[src/rtl/regset_pkg.sv]
// Shared definitions for the register-set write/bypass front end.
package regset_pkg;

    localparam int REGSET_ADDR_W = 6;
    localparam int REGSET_DATA_W = 32;

    // Controller state: INIT sweeps every entry to zero, RUN serves the pipeline.
    typedef enum logic {
        INIT = 1'b0,
        RUN  = 1'b1
    } regset_state_e;

endpackage

[src/rtl/regset_bypass.sv]
// One read port's read-during-write correction. The BRAM returns stale data
// when the read and the write address collide on the same edge, so the written
// value is captured alongside a hit flag and substituted on the next cycle.
module regset_bypass
    import regset_pkg::*;
#(
    parameter int ADDR_W = REGSET_ADDR_W
) (
    input  logic                     clk,
    input  logic                     rst,
    input  logic                     init_done_i,
    input  logic                     we_i,
    input  logic [ADDR_W-1:0]        wa_i,
    input  logic [REGSET_DATA_W-1:0] wd_i,
    input  logic                     wg_i,
    input  logic [ADDR_W-1:0]        ra_i,
    input  logic [REGSET_DATA_W-1:0] rd_i,
    input  logic                     rg_i,
    output logic [REGSET_DATA_W-1:0] q_o,
    output logic                     qg_o
);

    logic                     hit_q;
    logic [REGSET_DATA_W-1:0] bd_q;
    logic                     bg_q;

    // Capture the write that lands on the address being read this edge.
    always_ff @(posedge clk) begin
        if (rst) begin
            hit_q <= 1'b0;
            bd_q  <= '0;
            bg_q  <= 1'b0;
        end else begin
            hit_q <= we_i & (wa_i == ra_i);
            bd_q  <= wd_i;
            bg_q  <= wg_i;
        end
    end

    // Hide contents until the sweep is done, otherwise prefer the captured write.
    always_comb begin
        q_o  = '0;
        qg_o = 1'b0;
        if (init_done_i) begin
            q_o  = hit_q ? bd_q : rd_i;
            qg_o = hit_q ? bg_q : rg_i;
        end
    end

endmodule

[src/rtl/regset_writer.sv]
// Write-port controller and read-bypass front end for a RegSet instance.
// After reset every entry is swept to zero (for BRAMs without preinit), then
// pipeline writebacks are passed combinationally onto the single write port.
// Handshake: a writeback transfers on any cycle where wb_valid && wb_ready;
// the requester holds wb_valid and its payload stable until that happens.
module regset_writer
    import regset_pkg::*;
#(
    parameter int NUM_REGS    = 64,
    parameter int ADDR_W      = REGSET_ADDR_W,
    parameter int INIT_GRUBBY = 0,
    parameter int PROTECT_X0  = 1
) (
    input  logic                     clk,
    input  logic                     rst,
    input  logic                     clear,
    output logic                     init_done,
    input  logic                     wb_valid,
    output logic                     wb_ready,
    input  logic [ADDR_W-1:0]        wb_addr,
    input  logic [REGSET_DATA_W-1:0] wb_data,
    input  logic                     wb_grubby,
    input  logic [ADDR_W-1:0]        rd_addr1,
    input  logic [ADDR_W-1:0]        rd_addr2,
    output logic [REGSET_DATA_W-1:0] q1,
    output logic [REGSET_DATA_W-1:0] q2,
    output logic                     qg1,
    output logic                     qg2,
    output logic                     rs_we,
    output logic [ADDR_W-1:0]        rs_wa,
    output logic [REGSET_DATA_W-1:0] rs_wd,
    output logic                     rs_wg,
    output logic [ADDR_W-1:0]        rs_ra1,
    output logic [ADDR_W-1:0]        rs_ra2,
    input  logic [REGSET_DATA_W-1:0] rs_rd1,
    input  logic                     rs_rg1,
    input  logic [REGSET_DATA_W-1:0] rs_rd2,
    input  logic                     rs_rg2
);

    localparam logic [ADDR_W-1:0] LAST_ADDR = ADDR_W'(NUM_REGS - 1);
    localparam logic              SWEEP_G   = (INIT_GRUBBY != 0);
    localparam logic              GUARD_X0  = (PROTECT_X0 != 0);

    regset_state_e     state_q;
    logic [ADDR_W-1:0] cnt_q;

    // Sweep sequencer: INIT walks cnt over every entry, RUN waits for clear.
    always_ff @(posedge clk) begin
        if (rst) begin
            state_q <= INIT;
            cnt_q   <= '0;
        end else begin
            case (state_q)
                INIT: begin
                    if (cnt_q == LAST_ADDR) begin
                        state_q <= RUN;
                        cnt_q   <= '0;
                    end else begin
                        cnt_q <= cnt_q + 1'b1;
                    end
                end
                RUN: begin
                    if (clear) begin
                        state_q <= INIT;
                        cnt_q   <= '0;
                    end
                end
                default: begin
                    state_q <= INIT;
                    cnt_q   <= '0;
                end
            endcase
        end
    end

    assign init_done = (state_q == RUN);
    assign wb_ready  = init_done;
    assign rs_ra1    = rd_addr1;
    assign rs_ra2    = rd_addr2;

    // Write-port mux: sweep owns the port in INIT, writeback owns it in RUN.
    always_comb begin
        rs_we = 1'b0;
        rs_wa = '0;
        rs_wd = '0;
        rs_wg = 1'b0;
        if (state_q == INIT) begin
            rs_we = 1'b1;
            rs_wa = cnt_q;
            rs_wg = (cnt_q == '0) ? 1'b0 : SWEEP_G;
        end else begin
            rs_we = wb_valid & ~(GUARD_X0 & (wb_addr == '0));
            rs_wa = wb_addr;
            rs_wd = wb_data;
            rs_wg = wb_grubby;
        end
    end

    regset_bypass #(.ADDR_W(ADDR_W)) u_byp1 (
        .clk         (clk),
        .rst         (rst),
        .init_done_i (init_done),
        .we_i        (rs_we),
        .wa_i        (rs_wa),
        .wd_i        (rs_wd),
        .wg_i        (rs_wg),
        .ra_i        (rd_addr1),
        .rd_i        (rs_rd1),
        .rg_i        (rs_rg1),
        .q_o         (q1),
        .qg_o        (qg1)
    );

    regset_bypass #(.ADDR_W(ADDR_W)) u_byp2 (
        .clk         (clk),
        .rst         (rst),
        .init_done_i (init_done),
        .we_i        (rs_we),
        .wa_i        (rs_wa),
        .wd_i        (rs_wd),
        .wg_i        (rs_wg),
        .ra_i        (rd_addr2),
        .rd_i        (rs_rd2),
        .rg_i        (rs_rg2),
        .q_o         (q2),
        .qg_o        (qg2)
    );

endmodule

[config.mk]
export PLATFORM = sky130hd
export DESIGN_NAME = regset_writer
export DESIGN_NICKNAME = d
export VERILOG_FILES = /design/src/rtl/regset_pkg.sv /design/src/rtl/regset_bypass.sv /design/src/rtl/regset_writer.sv
export SDC_FILE = /design/constraint.sdc
export NUM_CORES = 1
export LEC_CHECK = 0
export CAP_MARGIN = 20
export CELL_PAD_IN_SITES_DETAIL_PLACEMENT = 1
export CELL_PAD_IN_SITES_GLOBAL_PLACEMENT = 1
export CORE_ASPECT_RATIO = 0.6
export CORE_UTILIZATION = 25
export DETAILED_ROUTE_END_ITERATION = 6
export PLACE_DENSITY = 0.86
export SLEW_MARGIN = 20
export SYNTH_ARGS = -nofsm -noshare
export SYNTH_HDL_FRONTEND = slang
export SYNTH_HIERARCHICAL = 1
export SYNTH_SLANG_ARGS = --single-unit
[constraint.sdc]
create_clock -name clk -period 3.1 [get_ports clk]
set_clock_uncertainty 0.05 [all_clocks]
set_input_delay 0.465 -clock clk [delete_from_list [all_inputs] [get_ports clk]]
set_output_delay 0.465 -clock clk [all_outputs]
set_load 0.005 [all_outputs]
Yosys cells after proc, flatten, opt, wreduce, memory -nomap -nowiden
Cells that the tools add are included.

Memories: 0. Bits of input ports: 121. Logic and storage cells: 35. Memory bits (read-only): 0. Bits in writable memories: 0. Bits in latches: 0. Register bits after elaboration: 42.

Add/sub/neg operators: 1. Multiplexer cells: 18. Eq/ne operators: 4. Shift-type cells: 0. Div/mod/pow operators: 0. Reductions and logical operators: 1. Bitwise gates (word level): 5. Multipliers: 0. $lt $le $gt $ge: 0.

Operators by type and width (number): 32-bit 2-to-1 mux (5); 6-bit 2-to-1 mux (3); 6-bit == test (2); 6-bit one-hot mux with 2 select lines (1); 1-bit 2-to-1 mux (8); 6-bit by 1-bit adder with 6-bit output, second input constant (1); 6-bit == test, second input constant (1); 6-bit zero test (1); 1-bit bitwise AND (3); 2-bit inequality test, second input constant (1); 1-bit NOT (2); 1-bit one-hot mux with 2 select lines (1).

Longest topological paths before layout
Gate-level depths: netlist of the first run.

Depth in word-level cells: 5. Depth in mapped cells: 5. Mapped depth without buffers: 5.

Modules after synthesis
Netlist of the first run, hierarchy kept.

By module, submodules not included: regset_bypass (area an instance 1592.8 µm², cells each 152, instances 2); regset_writer (area an instance 772.0 µm², cells each 104, instances 1).

Worst setup path after synthesis of the first run
OpenSTA, ideal clock, no wires.

Path type: reg-to-reg. From: register state_q, in the netlist init_done. To: register u_byp1.hit_q. Path slack: 1.283 ns. Buffers on the path: 1. Data arrival time: 1.675 ns. Cell stages (with the launch flop): 6. Library setup time: 0.092 ns. Data required time: 2.958 ns. Cell sequence: dfxtp_1 > buf_2 > mux2_1 > xnor2_1 > nand3_1 > nor4_1.

Word-level cells in the longest chain between the ends: 3. Elaborated cells between the ends (all ways): 4. Classes of those cells: eq/ne: 1; mux: 2; bitwise: 1.

RTL lines: from (decl) (line regset_writer.sv:45) `regset_state_e state_q;`; from (signal assigned) (line regset_writer.sv:51) `state_q <= INIT;`; from (signal assigned) (line regset_writer.sv:57) `state_q <= RUN;`; from (signal assigned) (line regset_writer.sv:65) `state_q <= INIT;`; 6-bit 2-to-1 mux (line regset_writer.sv:88) `if (state_q == INIT) begin`; via rs_wa[5] (line regset_writer.sv:30) `output logic [ADDR_W-1:0] rs_wa,`; 6-bit == test (line regset_bypass.sv:34) `hit_q <= we_i & (wa_i == ra_i);`; 1-bit bitwise AND (line regset_bypass.sv:34); to (signal assigned) (line regset_bypass.sv:34); to (decl) (line regset_bypass.sv:23) `logic hit_q;`.

The timed path passes the listed nets, and every way through them passes these cells. A chain may end at the register's enable or synchronous reset.

Final worst setup path of the first run
From: input wb_addr[4]. To: output rs_we.

Word-level cells in the longest chain between the ends: 4.

RTL lines: from (decl) (line regset_writer.sv:20) `input logic [ADDR_W-1:0] wb_addr,`; 6-bit zero test (line regset_writer.sv:93) `rs_we = wb_valid & ~(GUARD_X0 & (wb_addr == '0));`; 1-bit NOT (line regset_writer.sv:93); 1-bit bitwise AND (line regset_writer.sv:93); 1-bit 2-to-1 mux (line regset_writer.sv:88); to (decl) (line regset_writer.sv:29) `output logic rs_we,`.

Every way passes these cells.

==> impl_summary.log, run 1 <==
[metrics] count of max-cap constraint violations: 0
[metrics] final number of setup-violating endpoints: 0
[metrics] worst hold stages: 2
[metrics] count of H-tree levels built during CTS: 3
[metrics] global routing usage on met1: 0.193
[metrics] post-DP HPWL: 10.2 mm
[metrics] maximum resistive drop on vdd: roughly 0.21 mV
[metrics] register area share after synthesis: 0.379
[metrics] Initial DRC Count: 68
[metrics] DR vias/cell: 4.26
[metrics] r2r startpoint: init_done
[metrics] top fanout value on the critical path: 3
[metrics] DRC violations left: 0
[metrics] most heavily used metal layer in global routing: met2
[metrics] global-route wire length before repair: 20.0 mm
[metrics] crit-path max cell delay: 0.54 ns
[metrics] routed wire length per instance: 15.9 um
[metrics] final weighted congestion in routability-driven placement: roughly 0.8
[metrics] largest net degree at the start of global routing: 121
[metrics] core area: 15,400 um^2
[metrics] ratio of cells with drive above 1 in the final layout: 0.0493
[metrics] area occupied by registers: 1510 um^2
[metrics] synthesized area: 3960 um^2
[metrics] data required time of the critical path: 2.58 ns
[metrics] placement row count: 35
[metrics] Port-buffer cells: 240
[metrics] height of the die: ~100 um
[metrics] Seq cells post-synth: 75
[metrics] P_leak: 2.30 nW
[metrics] final-layout setup total negative slack: 0 ns
[metrics] slowest CP cell: sky130_fd_sc_hd__or4_4
[metrics] # IOs: approximately 240
[metrics] Die Footprint: 16,400 um^2
[metrics] DR pass1 iterations: 4
[metrics] effective utilization at floorplan: 0.257
[metrics] RSZ-0062 raised after global routing: no
[metrics] worst endpoint data arrival time: 2.32 ns
[metrics] WHS Endpoint: cnt_q[4]
[metrics] residual overflow from global routing: 0
[metrics] cell mode on critical path: sky130_fd_sc_hd__clkdlybuf4s50_1
[metrics] NumNets Final: 747
[metrics] Critical Path, Cell by Cell: clkdlybuf4s50_1 > or4_4 > o31ai_2 > nand2_1 > clkdlybuf4s50_1
[metrics] gate count of the mapped netlist: 408
[metrics] hold path startpoint: cnt_q[4]
[metrics] worst-margin pin slew: between 0.9 and 1 ns
[metrics] Filler cells: 1,707
[metrics] postcts setup bufs: 0
[metrics] number of resized instances in the post-cts repair step: 0
[metrics] CTS tree: built
[metrics] total CTS buffers: 9
[metrics] clock net sink count: 75
[metrics] max-slew violation count: 0
[metrics] startpoint-to-endpoint class of the critical path: in2out
[metrics] count of antenna-violating nets left after detailed routing: 0
[metrics] reg-to-reg endpoint: u_byp2/hit_q
[metrics] number of buffers between clock root and the deepest sink: 2
[metrics] highest attainable clock frequency: 0.353 GHz
[metrics] antenna violations before repair: 0
[metrics] Tightest Hold Check Type: reg2reg
[metrics] via count: 3,542
[metrics] power density over cell area: ~350 nW/um^2
[metrics] time the final worst path needs with I/O delays and setup: 2.84 ns
[metrics] number of distinct standard cells referenced by the synthesized netlist: 33
[metrics] die width: 164 um
[metrics] critical path endpoint category: output pin
[metrics] Final Power: 2.32 mW
[metrics] Antenna diodes: 0
[metrics] total nets after synthesis: 530
[metrics] area of the multi-input gates: roughly 2100 um^2
[metrics] signed area change from the synthesized netlist to the final layout: 68.0%
[metrics] met2 routing resource usage after global routing: 0.272
[metrics] reg2reg path depth: 4
[metrics] root buffer cell: sky130_fd_sc_hd__clkbuf_16
[metrics] Worst Setup Start Kind: primary input
[metrics] Routed Wire Length: ~13 mm
[metrics] met3 GRT Util: 0.0484
[metrics] worst max-slew margin expressed relative to the limit: 0.348
[metrics] clock transition time at the flip-flop clock pins of the worst setup and hold paths: about 0.050 ns
[metrics] vias in the first global route: 3,750
[metrics] worst-case register-to-register setup slack: 0.83 ns
[metrics] Clk Latency, worst-skew pair: 0.32 ns
[metrics] GRT Util Overall: 0.158
[metrics] Final Hold Fails: 0
[metrics] result of the run: completed
[metrics] CTS Hold Buffers Added: 0
[metrics] syn_area_per_cell: 9.70 um^2
[metrics] final period utilization: 0.915
[metrics] number of warning messages in the yosys log: 6
-- cell usage in the layout (no fill, tap or decap), drive strengths merged, types with 2 or more instances in the layout --
master,n
a21oi,3
a31oi,2
and2,33
buf,5
bufinv,2
clkbuf,10
clkdlybuf4s50,239
clkinv,3
dfxtp,75
mux2,6
mux2i,66
nand2,7
nand3,5
nand3b,2
nor2,4
nor2b,134
nor4,2
o21ai,6
or3,3
xnor2,8
xor2,4
-- where the power goes --
| group | internal, mW | switching, mW | total (mW) |
|---|---|---|---|
| Clock | 0.699 | 0.381 | 1.08 |
| Combinational | 0.185 | 0.0826 | 0.267 |
| Sequential | 0.967 | 0.00721 | 0.974 |
-- worst max-delay path: cells and delay by family --
| family | cells | cell delay, ns |
|---|---|---|
| simple gates | 2 | 0.68 |
| buf+inv | 2 | 0.97 |
| compound gates | 1 | 0.19 |
-- sequential cells by signal (all words and copies together) (netlist names) --
register and cells:
u_byp1/bd_q 32, u_byp2/bd_q 32, cnt_q 6, init_done 1
u_byp1/bg_q 1, u_byp1/hit_q 1, u_byp2/bg_q 1, u_byp2/hit_q 1
-- how the worst max path moves through the flow --
stage | startpoint | to | slack (ns) | cells past startpoint
after global placement | wb_addr[4] | rs_we | 0.30 | 5
after global routing | init_done | rs_wa[3] | 0.15 | 2
after floorplan | init_done | u_byp1/hit_q | 1.28 | 5
after detailed placement | wb_addr[4] | rs_we | 0.27 | 5
after CTS | init_done | rs_wa[4] | 0.26 | 2
final | wb_addr[4] | rs_we | 0.26 | 5
-- layout make-up --
| class | instances | area share |
|---|---|---|
| Sequential cell | 75 | 0.227 |
| Inverter | 1 | 0.000564 |
| Clock buffer | 10 | 0.0344 |
| Clock inverter | 5 | 0.0119 |
| Tap cell | 203 | 0.0382 |
| Multi-Input combinational cell | 294 | 0.321 |
| Timing Repair Buffer | 244 | 0.367 |
-- synth_stat cells --
cell,count,share of area
sky130_fd_sc_hd__nor2b_1,134,0.21
sky130_fd_sc_hd__dfxtp_1,75,0.38
sky130_fd_sc_hd__mux2i_1,66,0.17
sky130_fd_sc_hd__and2_1,33,0.052
sky130_fd_sc_hd__buf_4,13,0.025
sky130_fd_sc_hd__buf_2,9,0.011
sky130_fd_sc_hd__clkbuf_1,8,0.0076
sky130_fd_sc_hd__xnor2_1,8,0.018
sky130_fd_sc_hd__nand2_1,7,0.0066
sky130_fd_sc_hd__buf_12,6,0.030
sky130_fd_sc_hd__mux2_2,5,0.014
sky130_fd_sc_hd__nand3_1,5,0.0063
sky130_fd_sc_hd__nor2_1,4,0.0038
sky130_fd_sc_hd__o21ai_0,4,0.0051
sky130_fd_sc_hd__xor2_1,4,0.0089
sky130_fd_sc_hd__a21oi_1,3,0.0038
sky130_fd_sc_hd__or3_1,3,0.0047
sky130_fd_sc_hd__a31oi_1,2,0.0032
sky130_fd_sc_hd__buf_6,2,0.0057
sky130_fd_sc_hd__nand3b_1,2,0.0038
sky130_fd_sc_hd__nor4_1,2,0.0032
sky130_fd_sc_hd__o21ai_1,2,0.0025
sky130_fd_sc_hd__a2bb2oi_1,1,0.0022
sky130_fd_sc_hd__ha_1,1,0.0032
sky130_fd_sc_hd__inv_2,1,0.00095
sky130_fd_sc_hd__mux2_1,1,0.0028
sky130_fd_sc_hd__nand4bb_1,1,0.0028
sky130_fd_sc_hd__nor3_1,1,0.0013
sky130_fd_sc_hd__o2111ai_1,1,0.0022
sky130_fd_sc_hd__o21ba_2,1,0.0025
sky130_fd_sc_hd__o31a_1,1,0.0022
sky130_fd_sc_hd__o31ai_2,1,0.0032
sky130_fd_sc_hd__or4_4,1,0.0028
-- metrics by stage --
stage | util | area [um^2] | hold slack (ns) | setup WS (ns) | cells
after CTS | 0.431 | 6650 | 0.525 | 0.261 | 832
after global routing | 0.431 | 6650 | 0.542 | 0.147 | 832
after detailed placement | 0.411 | 6340 | 0.512 | 0.267 | 817
after floorplan | - | 3960 | 0.428 | 1.28 | 408
after global placement | 0.411 | 6340 | 0.474 | 0.296 | 817
final | 0.431 | 6650 | 0.520 | 0.264 | 832
-- kinds of logic (layout without fill, tap and decap cells) --
| family | Yosys count | after routing | share of synthesized area |
|---|---|---|---|
| xor+xnor | 12 | 12 | 0.0266 |
| simple gates | 193 | 193 | 0.299 |
| flops | 75 | 75 | 0.379 |
| compound gates | 16 | 16 | 0.0269 |
| fa+ha+maj | 1 | 1 | 0.00316 |
| mux | 72 | 72 | 0.184 |
| buf+inv | 39 | 260 | 0.0806 |
-- per-layer routing --
metal	wire length, um	vias to the layer above
met2	6200	135
met4	91	0
li1	-	1750
met1	5910	1650
met3	989	7
met5	0	-
Note: power is estimated with default switching activity, not from simulation.
==> run 2: changes to the inputs <==
--- a/config.mk
+++ b/config.mk
@@ -11,6 +11,7 @@
 export CORE_ASPECT_RATIO = 0.6
 export CORE_UTILIZATION = 25
 export DETAILED_ROUTE_END_ITERATION = 6
+export GPL_TIMING_DRIVEN = 0
 export PLACE_DENSITY = 0.86
 export SLEW_MARGIN = 20
 export SYNTH_ARGS = -nofsm -noshare
==> impl_summary.log, run 2 (synthesis results as in run 1) <==
[metrics] sequential cell fraction of total power: 0.421 (about the same)
[metrics] Final Hold Fails: 0 (unchanged)
[metrics] proportion of total power due to net switching: 0.215 (+0.0123)
[metrics] DR vias/cell: 4.30 (+0.98%)
[metrics] Filler cells: 1,725 (+1.1%)
[metrics] most heavily used metal layer in global routing: met2
[metrics] critical path endpoint category: output pin
[metrics] Clk Latency, worst-skew pair: 0.33 ns (about the same)
[metrics] GRT Util Overall: 0.176 (+0.0171)
[metrics] residual overflow from global routing: 0 (unchanged)
[metrics] slowest CP cell: sky130_fd_sc_hd__dfxtp_2
[metrics] fin worst setup slack: 0.201 ns (-0.0624 ns)
[metrics] via count: 3,727 (+5.2%)
[metrics] placement row count: 35 (unchanged)
[metrics] Initial DRC Count: 96 (+41%)
[metrics] height of the die: 99.5 um (unchanged)
[metrics] antenna violations before repair: 0 (unchanged)
[metrics] buffering stage count on the worst path with inverters included: 3 (+1)
[metrics] global routing usage on met1: 0.220 (+0.0263)
[metrics] area of the multi-input gates: 2140 um^2 (unchanged)
[metrics] pre-CTS setup slack: -0.0315 ns (-0.299 ns)
[metrics] routed wire length per instance: 16.7 um (+5.5%)
[metrics] data required time of the critical path: 2.58 ns (about the same)
[metrics] DRC violations left: 0 (unchanged)
[metrics] time the final worst path needs with I/O delays and setup: 2.90 ns (+0.0624 ns)
[metrics] Pint: 1.81 mW (-1.9%)
[metrics] number of buffers between clock root and the deepest sink: 2 (unchanged)
[metrics] final period utilization: 0.935 (+0.0201)
[metrics] worst endpoint data arrival time: 2.38 ns (+0.06 ns)
[metrics] maximum resistive drop on vdd: 0.173 mV (-19%)
[metrics] postcts setup bufs: 0 (unchanged)
[metrics] power density over cell area: 334 nW/um^2 (-4.3%)
[metrics] largest registers ranked by flip-flop count: u_byp1/bd_q x32, u_byp2/bd_q x32, cnt_q x6
[metrics] clock transition time at the flip-flop clock pins of the worst setup and hold paths: 0.06 ns (about the same)
[metrics] P_leak: 2.44 nW (+6.0%)
[metrics] worst-margin pin slew: 0.916 ns (-0.0623 ns)
[metrics] power spent charging and discharging nets: 0.497 mW (+5.7%)
[metrics] final number of setup-violating endpoints: 0 (unchanged)
[metrics] Port-buffer cells: 240 (unchanged)
[metrics] global-route wire length before repair: 21.6 mm (+8.0%)
[metrics] Top Family by Delay on Critical Path: buffers and inverters
[metrics] filler-free cell count of the finished design: 867 (+4.2%)
[metrics] commonest non-fill, non-tap cells in the layout: 240 x sky130_fd_sc_hd__clkdlybuf4s50_1, 134 x sky130_fd_sc_hd__nor2b_1, 74 x sky130_fd_sc_hd__dfxtp_1, 66 x sky130_fd_sc_hd__mux2i_1, 33 x sky130_fd_sc_hd__and2_1
[metrics] crit-path max cell delay: 0.65 ns (+0.11 ns)
[metrics] final weighted congestion in routability-driven placement: 0.789 (+1.4%)
[metrics] startpoint-to-endpoint class of the critical path: reg2out
[metrics] count of max-cap constraint violations: 0 (unchanged)
[metrics] startpoint of the worst setup timing path: init_done
[metrics] clock net sink count: 75 (unchanged)
[metrics] largest net degree at the start of global routing: 24 (-80%)
[metrics] Final Power: 2.31 mW (-0.37%)
[metrics] highest attainable clock frequency: 0.345 GHz (-2.2%)
[metrics] Antenna diodes: 0 (unchanged)
[metrics] Tightest Hold Check Type: reg2reg
[metrics] Critical Path, Cell by Cell: buf_2 > clkbuf_2 > and2_1 > clkdlybuf4s50_1
[metrics] core area: 15,400 um^2 (unchanged)
[metrics] signed area change from the synthesized netlist to the final layout: 74.9%
[metrics] count of H-tree levels built during CTS: 3 (unchanged)
[metrics] Routed Wire Length: 14.5 mm (+9.9%)
[metrics] max-slew violation count: 0 (unchanged)
[metrics] count of antenna-violating nets left after detailed routing: 0 (unchanged)
[metrics] Fin Hold WS: 0.514 ns (-0.00662 ns)
[metrics] result of the run: completed
[metrics] power share of the clock group: 0.455 (-0.010)
[metrics] Die Footprint: 16,400 um^2 (unchanged)
[metrics] post-DP HPWL: 11.8 mm (+16%)
[metrics] # IOs: 241 (unchanged)
[metrics] die width: 164 um (unchanged)
[metrics] RSZ-0062 raised after global routing: no
[metrics] met2 routing resource usage after global routing: 0.303 (+0.0318)
[metrics] root buffer cell: sky130_fd_sc_hd__clkbuf_16
[metrics] vias in the first global route: 3,977 (+6.1%)
[metrics] Worst Setup Start Kind: register
[metrics] Combinational Power Share: 0.125 (+0.010)
[metrics] total CTS buffers: 9 (unchanged)
[metrics] r2r startpoint: init_done
[metrics] effective utilization at floorplan: 0.257 (unchanged)
[metrics] top fanout value on the critical path: 21 (+18)
[metrics] area occupied by registers: 1500 um^2 (-0.33%)
[metrics] worst-case register-to-register setup slack: 0.93 ns (+0.10 ns)
[metrics] ratio of cells with drive above 1 in the final layout: 0.0843 (+0.0351)
[metrics] most common library cell in the layout ignoring fill and taps: sky130_fd_sc_hd__clkdlybuf4s50_1
[metrics] total placed cells including tap cells: 851 (+4.2%)
[metrics] DR pass1 iterations: 4 (unchanged)
[metrics] CTS tree: built
[metrics] hold path startpoint: cnt_q[0]
[metrics] NumNets Final: 781 (+4.6%)
[metrics] worst max-slew margin expressed relative to the limit: 0.387 (+0.0396)
[metrics] met3 GRT Util: 0.0463 (-0.00209)
[run 2: cell count changes in the layout (fill, tap and decap cells not counted), moves of 3 or more]
cell,previous run,this run
sky130_fd_sc_hd__buf_2,1,9
sky130_fd_sc_hd__buf_12,1,6
sky130_fd_sc_hd__clkinvlp_4,0,3
sky130_fd_sc_hd__clkbuf_1,1,8
sky130_fd_sc_hd__buf_4,3,13
[run 2: per-stage QoR]
| step | setup TNS [ns] | util | instance area (um^2) |
|---|---|---|---|
| final | 0 | 0.449 | 6920 |
| after global routing | 0 | 0.449 | 6920 |
| after CTS | 0 | 0.449 | 6920 |
| after detailed placement | -0.123 | 0.429 | 6610 |
| after global placement | -0.0255 | 0.429 | 6610 |
| after floorplan | 0 | - | 3960 |
[run 2: power groups by stage]
stage                     Sequential, mW  Clock (mW)  Combinational [mW]
after CTS                          0.972        1.08               0.291
after global placement             0.993           0               0.280
after detailed placement           0.994           0               0.289
final                              0.973        1.05               0.288
after global routing               0.972        1.13               0.310
after floorplan                    0.992           0              0.0846
[run 2: cell type report]
class / count / area share
inverter: 1 / 0.000542
clock inverter: 5 / 0.00886
buffer: 38 / 0.0457
sequential: 75 / 0.217
clock buffer: 11 / 0.0351
multi-input combinational: 294 / 0.309
timing repair buffer: 240 / 0.347
tap: 203 / 0.0367
[run 2: repair_timing]
action	4_1_cts	5_1_grt
hold buffers	0	0
resized for setup	2	0
setup endpoints to repair	26	0
[run 2: final timing paths]
check                               endpoint  depth (start not counted)
worst max-delay path               rs_wd[20]                          4
worst min-delay path                cnt_q[0]                          2
worst max register to register  u_byp2/hit_q                          5
worst min register to register      cnt_q[0]                          2
[run 2: tightest hold or removal path, stage by stage (launching register included)]
cell                      delay [ns]
sky130_fd_sc_hd__dfxtp_1        0.37
sky130_fd_sc_hd__nand2_1        0.08
sky130_fd_sc_hd__a21oi_1        0.06
[run 2: routing by layer]
layer  wire (um)  vias up
met4         121        0
met5           0        -
met2        6680      146
met3         959       12
li1            -     1817
met1        6740     1752
